===== config.mk =====
export PLATFORM = sky130hd
export DESIGN_NAME = uart_tx_fifo_flat
export DESIGN_NICKNAME = d
export VERILOG_FILES = /design/src/rtl/uart_pkg.sv /design/src/rtl/uart_tx_fifo_if.sv /design/src/rtl/uart_fifo.sv /design/src/rtl/uart_tx_fifo.sv /design/src/flat_wrapper.sv
export SDC_FILE = /design/constraint.sdc
export NUM_CORES = 1
export LEC_CHECK = 0
export ABC_AREA = 0
export CORE_MARGIN = 4
export CORE_UTILIZATION = 44
export CTS_CLUSTER_SIZE = 20
export DETAILED_ROUTE_END_ITERATION = 12
export GPL_TIMING_DRIVEN = 1
export SETUP_SLACK_MARGIN = 0.15
export SLEW_MARGIN = 20
export SYNTH_ARGS = -nofsm -noshare
export SYNTH_HDL_FRONTEND = slang
export SYNTH_SLANG_ARGS = --single-unit

===== constraint.sdc =====
create_clock -name CLK -period 7.9 [get_ports CLK]
set_input_delay 0.79 -clock CLK [delete_from_list [all_inputs] [get_ports CLK]]
set_output_delay 0.79 -clock CLK [all_outputs]
set_load 0.02 [all_outputs]

===== src/rtl/uart_pkg.sv =====
// rtl/uart_pkg.sv - shared types and helpers for the UART transmit path
package uart_pkg;

    // Widest supported frame payload; narrower words are zero-extended in the FIFO entry.
    localparam int MAX_DATA_W = 9;

    typedef enum logic [1:0] {
        PAR_NONE  = 2'b00,
        PAR_EVEN  = 2'b01,
        PAR_ODD   = 2'b10,
        PAR_NONE2 = 2'b11
    } parity_mode_e;

    typedef enum logic [2:0] {
        IDLE,
        START,
        DATA,
        PARITY,
        STOP
    } tx_state_e;

    typedef struct packed {
        logic                  stop2;
        parity_mode_e          mode;
        logic [MAX_DATA_W-1:0] data;
    } tx_entry_t;

    function automatic logic has_parity(input parity_mode_e m);
        return (m == PAR_EVEN) || (m == PAR_ODD);
    endfunction

    // Zero-extended upper bits do not disturb the XOR.
    function automatic logic parity_bit(input logic [MAX_DATA_W-1:0] d, input parity_mode_e m);
        return (^d) ^ (m == PAR_ODD);
    endfunction

endpackage


===== src/rtl/uart_tx_fifo_if.sv =====
// rtl/uart_tx_fifo_if.sv - producer-side word handshake into the UART transmitter
interface uart_tx_fifo_if #(
    parameter int DATA_W = 8
);
    logic              VALID;
    logic              READY;
    logic [DATA_W-1:0] DATA_IN;
    logic [1:0]        PARITY_MODE;
    logic              STOP2;

    modport master (
        output VALID,
        output DATA_IN,
        output PARITY_MODE,
        output STOP2,
        input  READY
    );

    modport slave (
        input  VALID,
        input  DATA_IN,
        input  PARITY_MODE,
        input  STOP2,
        output READY
    );
endinterface


===== src/rtl/uart_fifo.sv =====
// rtl/uart_fifo.sv - synchronous FIFO of transmit entries with full/empty/level
module uart_fifo
    import uart_pkg::*;
#(
    parameter  int DEPTH = 4,
    localparam int AW    = $clog2(DEPTH),
    localparam int LW    = AW + 1
) (
    input  logic          CLK,
    input  logic          RST_N,
    input  logic          push,
    input  tx_entry_t     wr_data,
    input  logic          pop,
    output tx_entry_t     rd_data,
    output logic          full,
    output logic          empty,
    output logic [LW-1:0] level
);

    tx_entry_t     mem [DEPTH];
    logic [AW-1:0] wr_ptr;
    logic [AW-1:0] rd_ptr;
    logic [LW-1:0] count;
    logic          do_push;
    logic          do_pop;

    assign full    = (count == LW'(DEPTH));
    assign empty   = (count == '0);
    assign level   = count;
    assign do_push = push && !full;
    assign do_pop  = pop && !empty;
    assign rd_data = mem[rd_ptr];

    // Storage needs no reset: occupancy is governed solely by count.
    always_ff @(posedge CLK) begin
        if (do_push) begin
            mem[wr_ptr] <= wr_data;
        end
    end

    always_ff @(posedge CLK or negedge RST_N) begin
        if (!RST_N) begin
            wr_ptr <= '0;
            rd_ptr <= '0;
            count  <= '0;
        end else begin
            if (do_push) begin
                wr_ptr <= wr_ptr + AW'(1);
            end
            if (do_pop) begin
                rd_ptr <= rd_ptr + AW'(1);
            end
            case ({do_push, do_pop})
                2'b10:   count <= count + LW'(1);
                2'b01:   count <= count - LW'(1);
                default: count <= count;
            endcase
        end
    end

endmodule


===== src/rtl/uart_tx_fifo.sv =====
// rtl/uart_tx_fifo.sv - FIFO-buffered UART transmitter with per-word parity and stop-bit options
module uart_tx_fifo
    import uart_pkg::*;
#(
    parameter  int DATA_W     = 8,
    parameter  int FIFO_DEPTH = 4,
    parameter  int DIV_W      = 16,
    localparam int LVL_W      = $clog2(FIFO_DEPTH) + 1
) (
    input  logic             CLK,
    input  logic             RST_N,
    uart_tx_fifo_if.slave    tx_if,
    input  logic [DIV_W-1:0] BAUD_DIV,
    output logic             TXD,
    output logic             BUSY,
    output logic [LVL_W-1:0] FIFO_LEVEL
);

    localparam logic [3:0] LAST_BIT = 4'(DATA_W - 1);

    tx_entry_t             wr_entry;
    tx_entry_t             head;
    logic                  fifo_full;
    logic                  fifo_empty;
    logic                  load;

    tx_state_e             state_q, state_d;
    logic [DIV_W-1:0]      cnt_q, cnt_d;
    logic [DIV_W-1:0]      div_q, div_d;
    logic [3:0]            bit_q, bit_d;
    logic [MAX_DATA_W-1:0] sh_q, sh_d;
    logic                  par_q, par_d;
    parity_mode_e          mode_q, mode_d;
    logic                  stop2_q, stop2_d;
    logic                  txd_q, txd_d;
    logic                  bit_end;

    always_comb begin
        wr_entry       = '0;
        wr_entry.data  = MAX_DATA_W'(tx_if.DATA_IN);
        wr_entry.mode  = parity_mode_e'(tx_if.PARITY_MODE);
        wr_entry.stop2 = tx_if.STOP2;
    end

    uart_fifo #(
        .DEPTH (FIFO_DEPTH)
    ) u_fifo (
        .CLK     (CLK),
        .RST_N   (RST_N),
        .push    (tx_if.VALID),
        .wr_data (wr_entry),
        .pop     (load),
        .rd_data (head),
        .full    (fifo_full),
        .empty   (fifo_empty),
        .level   (FIFO_LEVEL)
    );

    assign tx_if.READY = !fifo_full;
    assign TXD         = txd_q;
    assign BUSY        = (state_q != IDLE);
    assign bit_end     = (cnt_q == div_q);

    always_ff @(posedge CLK or negedge RST_N) begin
        if (!RST_N) begin
            state_q <= IDLE;
            cnt_q   <= '0;
            div_q   <= '0;
            bit_q   <= '0;
            sh_q    <= '0;
            par_q   <= 1'b0;
            mode_q  <= PAR_NONE;
            stop2_q <= 1'b0;
            txd_q   <= 1'b1;
        end else begin
            state_q <= state_d;
            cnt_q   <= cnt_d;
            div_q   <= div_d;
            bit_q   <= bit_d;
            sh_q    <= sh_d;
            par_q   <= par_d;
            mode_q  <= mode_d;
            stop2_q <= stop2_d;
            txd_q   <= txd_d;
        end
    end

    // txd_d always carries the level of the bit being entered, so TXD switches with the state.
    always_comb begin
        state_d = state_q;
        cnt_d   = cnt_q;
        div_d   = div_q;
        bit_d   = bit_q;
        sh_d    = sh_q;
        par_d   = par_q;
        mode_d  = mode_q;
        stop2_d = stop2_q;
        txd_d   = txd_q;
        load    = 1'b0;

        case (state_q)
            IDLE: begin
                txd_d = 1'b1;
                load  = !fifo_empty;
            end

            START: begin
                if (bit_end) begin
                    state_d = DATA;
                    cnt_d   = '0;
                    bit_d   = '0;
                    txd_d   = sh_q[0];
                end else begin
                    cnt_d = cnt_q + DIV_W'(1);
                end
            end

            DATA: begin
                if (bit_end) begin
                    cnt_d = '0;
                    if (bit_q == LAST_BIT) begin
                        if (has_parity(mode_q)) begin
                            state_d = PARITY;
                            txd_d   = par_q;
                        end else begin
                            state_d = STOP;
                            bit_d   = '0;
                            txd_d   = 1'b1;
                        end
                    end else begin
                        bit_d = bit_q + 4'd1;
                        sh_d  = sh_q >> 1;
                        txd_d = sh_q[1];
                    end
                end else begin
                    cnt_d = cnt_q + DIV_W'(1);
                end
            end

            PARITY: begin
                if (bit_end) begin
                    state_d = STOP;
                    cnt_d   = '0;
                    bit_d   = '0;
                    txd_d   = 1'b1;
                end else begin
                    cnt_d = cnt_q + DIV_W'(1);
                end
            end

            STOP: begin
                if (bit_end) begin
                    if (stop2_q && (bit_q == '0)) begin
                        cnt_d = '0;
                        bit_d = 4'd1;
                    end else if (!fifo_empty) begin
                        load = 1'b1;
                    end else begin
                        state_d = IDLE;
                        cnt_d   = '0;
                        txd_d   = 1'b1;
                    end
                end else begin
                    cnt_d = cnt_q + DIV_W'(1);
                end
            end

            default: begin
                state_d = IDLE;
                txd_d   = 1'b1;
            end
        endcase

        // The divisor is latched per frame so mid-frame BAUD_DIV changes cannot stretch bits.
        if (load) begin
            state_d = START;
            cnt_d   = '0;
            bit_d   = '0;
            div_d   = BAUD_DIV;
            sh_d    = head.data;
            mode_d  = head.mode;
            stop2_d = head.stop2;
            par_d   = parity_bit(head.data, head.mode);
            txd_d   = 1'b0;
        end
    end

endmodule


===== src/flat_wrapper.sv =====
// flat-port wrapper written by rule: the top's interface ports become plain ports
module uart_tx_fifo_flat import uart_pkg::*;
#(
    parameter  int DATA_W     = 8,
    parameter  int FIFO_DEPTH = 4,
    parameter  int DIV_W      = 16,
    localparam int LVL_W      = $clog2(FIFO_DEPTH) + 1
)
  (CLK, RST_N, BAUD_DIV, TXD, BUSY, FIFO_LEVEL, tx_if_VALID, tx_if_DATA_IN, tx_if_PARITY_MODE, tx_if_STOP2, tx_if_READY);
  uart_tx_fifo_if #(.DATA_W(DATA_W)) tx_if_i ();
  input  logic CLK;
  input  logic RST_N;
  input  logic [DIV_W-1:0] BAUD_DIV;
  output logic TXD;
  output logic BUSY;
  output logic [LVL_W-1:0] FIFO_LEVEL;
  input wire logic [$bits(tx_if_i.VALID)-1:0] tx_if_VALID;
  input wire logic [$bits(tx_if_i.DATA_IN)-1:0] tx_if_DATA_IN;
  input wire logic [$bits(tx_if_i.PARITY_MODE)-1:0] tx_if_PARITY_MODE;
  input wire logic [$bits(tx_if_i.STOP2)-1:0] tx_if_STOP2;
  output wire logic [$bits(tx_if_i.READY)-1:0] tx_if_READY;
  assign tx_if_i.VALID = tx_if_VALID;
  assign tx_if_i.DATA_IN = tx_if_DATA_IN;
  assign tx_if_i.PARITY_MODE = tx_if_PARITY_MODE;
  assign tx_if_i.STOP2 = tx_if_STOP2;
  assign tx_if_READY = tx_if_i.READY;
  uart_tx_fifo #(.DATA_W(DATA_W), .FIFO_DEPTH(FIFO_DEPTH), .DIV_W(DIV_W)) u_core (.CLK(CLK), .RST_N(RST_N), .tx_if(tx_if_i), .BAUD_DIV(BAUD_DIV), .TXD(TXD), .BUSY(BUSY), .FIFO_LEVEL(FIFO_LEVEL));
endmodule

Word level (Yosys, flattened, before mapping) --
Memories as Yosys holds them, arrays and structs flattened. Index checks and enable logic that the tools add are counted. Widths: inputs -> output; s select.
Cells by class: add/sub/neg operators 6, eq/ne operators 25, multiplexer cells 45, bitwise logic cells 1, reduce and logical (&&, ||, !) cells 23
Operators with widths (number):
- $mux 16 | 5
- $mux 9 | 4
- $pmux 16 s2 | 1
- $mux 4 | 7
- $mux 3 | 9
- $ne 3x2->1 const B | 7
- $add 16x1->16 const B | 1
- $eq 16x16->1 | 1
- $pmux 3 s5 | 1
- $mux 1 | 14
- $pmux 4 s3 | 1
- $reduce_and 6->1 | 2
- $reduce_xor 9->1 | 1
- $reduce_and 8->1 | 1
- $eq 2x2->1 const B | 3
- $eq 3x2->1 const B | 2
- $eq 3x3->1 const B | 2
- $logic_not 3->1 | 2
- $pmux 3 s2 | 1
- $reduce_bool 2->1 | 3
- $reduce_bool 3->1 | 2
- $ne 5x4->1 const B | 1
- $add 2x1->2 const B | 2
- $add 4x1->4 const B | 1
- other kinds (21) | 26
Storage, ports and cells: register bits 60, memory bits (writable) 44, output and inout bits 6, memories 1
Memories:
- u_core.u_fifo.mem | words 4, bits a word 11, read ports 1, clocked after memory_dff 0, wr ports 1, RTL line uart_fifo.sv:20 | tx_entry_t mem [DEPTH];

Longest topological paths before layout --
depth in word-level cells 8, mapped depth 13, gate-level depth less buffers 12

Modules after synthesis --
A second synthesis with hierarchy kept.
Second synthesis, totals: cell total of the unflattened synthesis 374, area, all modules 4994.8 µm²
By module, submodules not included:
- uart_tx_fifo | times used 1, cells an instance 274, area each 2806.4 µm²
- uart_fifo | times used 1, cells an instance 100, area each 2188.3 µm²

Least setup slack after synthesis --
Ideal clock, no wire load.
path type register -> register, start point register u_core.cnt_q[6], end point register u_core.u_fifo.count[2], in the netlist u_core.u_fifo.level[2], setup time 80 ps, arrival time 2724 ps, required time 7820 ps, slack 5096 ps, cell stages (with the launch flop) 14, buffers on the path 1, clock period less this slack 2804 ps, path through dfrtp_1 > xor2_1 > nor4_2 > nand4_2 > o21ai_1 > nand2_1 > clkinv_2 > buf_2 > ha_1 > inv_1 > fa_1 > xor2_1 > nor2_1 > xor2_1
On the way: word-level cells in the longest chain between the ends 6, elaborated cells between the ends (all ways) 8
Ends and longest elaborated chain:
- start, declared | RTL line uart_tx_fifo.sv:28 | logic [DIV_W-1:0] cnt_q, cnt_d;
- start signal, assigned | RTL line uart_tx_fifo.sv:77 | cnt_q <= cnt_d;
- $eq 16x16->1 * | RTL line uart_tx_fifo.sv:62 | assign bit_end = (cnt_q == div_q);
- $mux 1 * | RTL line uart_tx_fifo.sv:152 | if (bit_end) begin
- $pmux 1 s2 * | RTL line uart_tx_fifo.sv:101 | case (state_q)
- $logic_and 1x1->1 * | RTL line uart_fifo.sv:31 | assign do_pop = pop && !empty;
- named net u_core.u_fifo.do_pop | RTL line uart_fifo.sv:25 | logic do_pop;
- $eq 2x1->1 / $eq 2x2->1 (equally long branches) | RTL line uart_fifo.sv:53 | case ({do_push, do_pop})
- $pmux 3 s2 / $reduce_bool 2->1 (equally long branches)
- end signal, assigned | RTL line uart_fifo.sv:54 | 2'b10: count <= count + LW'(1);
- end signal, assigned | RTL line uart_fifo.sv:55 | 2'b01: count <= count - LW'(1);
- end signal, assigned | RTL line uart_fifo.sv:56 | default: count <= count;
- end, declared | RTL line uart_fifo.sv:23 | logic [LW-1:0] count;
Mark *: on every way through the listed nets, which the timed path passes. The rest lies on a longest branch. A chain may end at the register's enable or synchronous reset.

Final worst setup path --
start point register u_core.cnt_q[6], end point register u_core.u_fifo.count[2], in the netlist u_core.u_fifo.level[2]
On the way: word-level cells in the longest chain between the ends 6, elaborated cells between the ends (all ways) 8
Ends and longest elaborated chain (RTL line):
- $eq 16x16->1 * | uart_tx_fifo.sv:62
- $mux 1 * | uart_tx_fifo.sv:152
- $pmux 1 s2 * | uart_tx_fifo.sv:101
- $logic_and 1x1->1 * | uart_fifo.sv:31
- $eq 2x1->1 / $eq 2x2->1 (equally long branches) | uart_fifo.sv:53
- $pmux 3 s2 / $reduce_bool 2->1 (equally long branches)
Every way passes the cells marked *; elsewhere a longest branch is shown, timed or not.

==> qor.txt <==
Worst Setup End Kind: flip-flop
CTS tree: yes
Min Tclk post-route: 3.855 ns
Via-per-instance ratio: 5.523
Max Cap Viol: 0
Most frequent cells in the layout: dfrtp_1 (58), edfxtp_1 (44), clkdlybuf4s50_1 (34)
Reg power frac: 45.2%
Layout cells sized above 1: 8.959%
Total Nets Final: 447
Synth Instances: 373
Mapped cell area: 4818 um^2
Setup TNS: 0 ns
Synth top area share: 30.12%
Initial antenna violation count: 0
Starting DRT DRC Count: 103
Initial Util: 45.85%
Via Count: 3032
Post-CTS Resized: 0
Clock transition at path regs: 0.11 ns
Syn_nets: 412
Number of diodes: 0
Actual slew at the worst max-slew pin: 0.8866 ns
Pint: 1215 uW
Outcome: complete, no violations
Commonest non-fill, non-tap cell in the layout: dfrtp_1
Post-synthesis sequential area ratio: 58.09%
Gpl congestion: 0.8364
Largest net degree at the start of global routing: 60
Worst path required time: 8.21 ns
Fin. max-slew vios: 0
Clk Tree Root Cell: clkbuf_8
Top FF cell, synth: dfrtp_1
Clock Tree Buf Depth: 2
Yosys warnings: 0
Fmax: 0.2594 GHz
# rows: 37
CP Launch Type: flip-flop
Setup Crit Path Kind: flip-flop to flip-flop
Vias in the first global route: 3148
Routed Antenna Nets: 0
Number of CTS-inserted buffers: 9
Sw frac: 35.83%
FF+latch area: 2799 um^2
RSZ-0062 raised after global routing: no
Number of distinct library cells after synthesis: 49
Fill cell count: 917
First-pass GRT wire length: 15680 um
Synth top area cells: dfrtp_1 (30%), edfxtp_1 (27%), xor2_1 (4.5%)
Synth async-reset ratio: 57.28%
Worst-skew pair later-pin latency: 0.38 ns
Area growth, synth to finish: 13.92%
Die Y: 112.6 um
CTS Hold Bufs: 0
Hold WS: 0.4881 ns
Drt wl/cell: 16.53 um
Multi-input gate area: 1883 um^2
Io pins: 36
H-tree Lvls: 3
Chip width: 112.6 um
Hold crit path type: flip-flop to flip-flop
Psw: 678.5 uW
Gate power share: 36.1%
Tcrit/Tclk final: 48.80%
Fin Clk Skew: 0.01097 ns
All-Layer GR Usage: 15.50%
Core box area: 10510 um^2
Final setup fails: 0
Yosys reg bits: 103
Post-CTS repair timing setup buffer count: 0
WL final: 9073 um
Drt first pass iters: 6
Hold Vio Cnt, Final: 0
Avg Inst Size Synth: 12.92 um^2
Power Dens Cells: 345.0 nW/um^2
Peak VDD IR: 0.1936 mV
Final core utilization: 52.23%
Drt drc: 0
Die area: 12690 um^2
Synth area leader: dfrtp_1
Number of I/O port buffers: 35
Arr. time, crit path: 4.17 ns
Post-synth EDFFs: 44
DP Wirelength: 6311 um
Critical path peak fanout: 28
Clk sinks: 103
Clock network power share: 18.7%
Slew headroom: 40.67%
Grt total ovfl: 0
Leak: 0.002186 uW
-- state kept, by name (all words and copies together) (netlist names) --
signal	count
u_core.div_q	16
u_core.mode_q	2
u_core.u_fifo.wr_ptr	2
u_core.state_q	3
u_core.u_fifo.rd_ptr	2
u_core.sh_q	8
u_core.cnt_q	16
u_core.TXD	1
u_core.stop2_q	1
u_core.par_q	1
u_core.u_fifo.level	3
u_core.u_fifo.mem	44
u_core.bit_q	4
-- routing by layer --
| metal | vias up | share of wire (%) | track usage [%] |
|---|---|---|---|
| met4 | 0 | 2.8 | 5.769 |
| met3 | 20 | 4.1 | 4.474 |
| met1 | 1508 | 43 | 19.18 |
| li1 | 1440 | - | - |
| met5 | - | 0 | 0 |
| met2 | 64 | 50 | 25.79 |
-- synth_stat cells (2+ instances only) --
cell and instances:
or3_1 4, nor2_1 20, nor4_2 4, nor2b_1 2, mux4_1 3, o41ai_1 2, mux2i_1 7, dfrtp_1 58
buf_2 3, clkbuf_1 6, and4_1 4, xor2_1 25, o21ai_0 20, a21oi_1 13, ha_1 8, nor3_1 7
mux4_2 8, nand2_1 19, inv_1 16, mux2_1 19, o21ai_1 12, o22ai_1 2, buf_6 3, and3_1 6
xnor2_1 12, nand3_1 20, edfxtp_1 44, o31ai_1 5
-- cell type report --
cell class | instances | share of cell area [%]
sequential | 103 | 50.99
multi-input combinational | 241 | 34.31
timing repair buffer | 36 | 6.428
tap | 136 | 3.100
clock buffer | 9 | 2.257
clock inverter | 7 | 1.732
inverter | 17 | 1.185
-- final timing paths --
| kind | endpoint | from | cells after the start | slack [ns] |
|---|---|---|---|---|
| min reg2reg | u_core.stop2_q | u_core.stop2_q | 1 | 0.49 |
| min in group asynchronous | u_core.cnt_q[2] | RST_N | 2 | 0.56 |
| min | u_core.stop2_q | u_core.stop2_q | 1 | 0.49 |
| max reg2reg | u_core.u_fifo.level[2] | u_core.cnt_q[6] | 12 | 4.04 |
| max | u_core.u_fifo.level[2] | u_core.cnt_q[6] | 12 | 4.04 |
| max in group asynchronous | u_core.div_q[12] | RST_N | 2 | 6.83 |
-- power by group through the flow --
stage | combinational [uW] | sequential [uW] | clock, uW
after floorplan | 555 | 820 | 0
after global placement | 688 | 870 | 0
after detailed placement | 694 | 872 | 0
after CTS | 698 | 860 | 366
after global routing | 769 | 884 | 387
final | 684 | 856 | 355
-- stage by stage --
stage                     setup slack (ns)  instances  total power, uW  instance area [um^2]
after floorplan                      5.096        373             1375                  4818
after global placement               4.155        533             1558                  5270
final                                4.045        549             1894                  5489
after CTS                            4.017        549             1924                  5489
after global routing                 3.684        549             2041                  5489
after detailed placement             4.032        533             1567                  5270
-- cells by family after synthesis --
logic type | synth area share, %
compound gates | 7.167
flops | 58.09
simple gates | 10.78
xor+xnor | 7.063
mux | 11.58
fa+ha+maj | 2.493
buf+inv | 2.830
-- critical path: stages (launching register included) --
cell	delay [ns]
dfrtp_1	0.45
xor2_1	0.19
nor4_2	0.35
nand4_2	0.23
o21ai_1	0.68
nand2_1	0.30
clkinv_2	0.45
ha_1	0.27
inv_1	0.06
fa_1	0.38
xor2_1	0.15
nor2_1	0.12
xor2_1	0.15
Note: power is estimated with default switching activity, not from simulation.
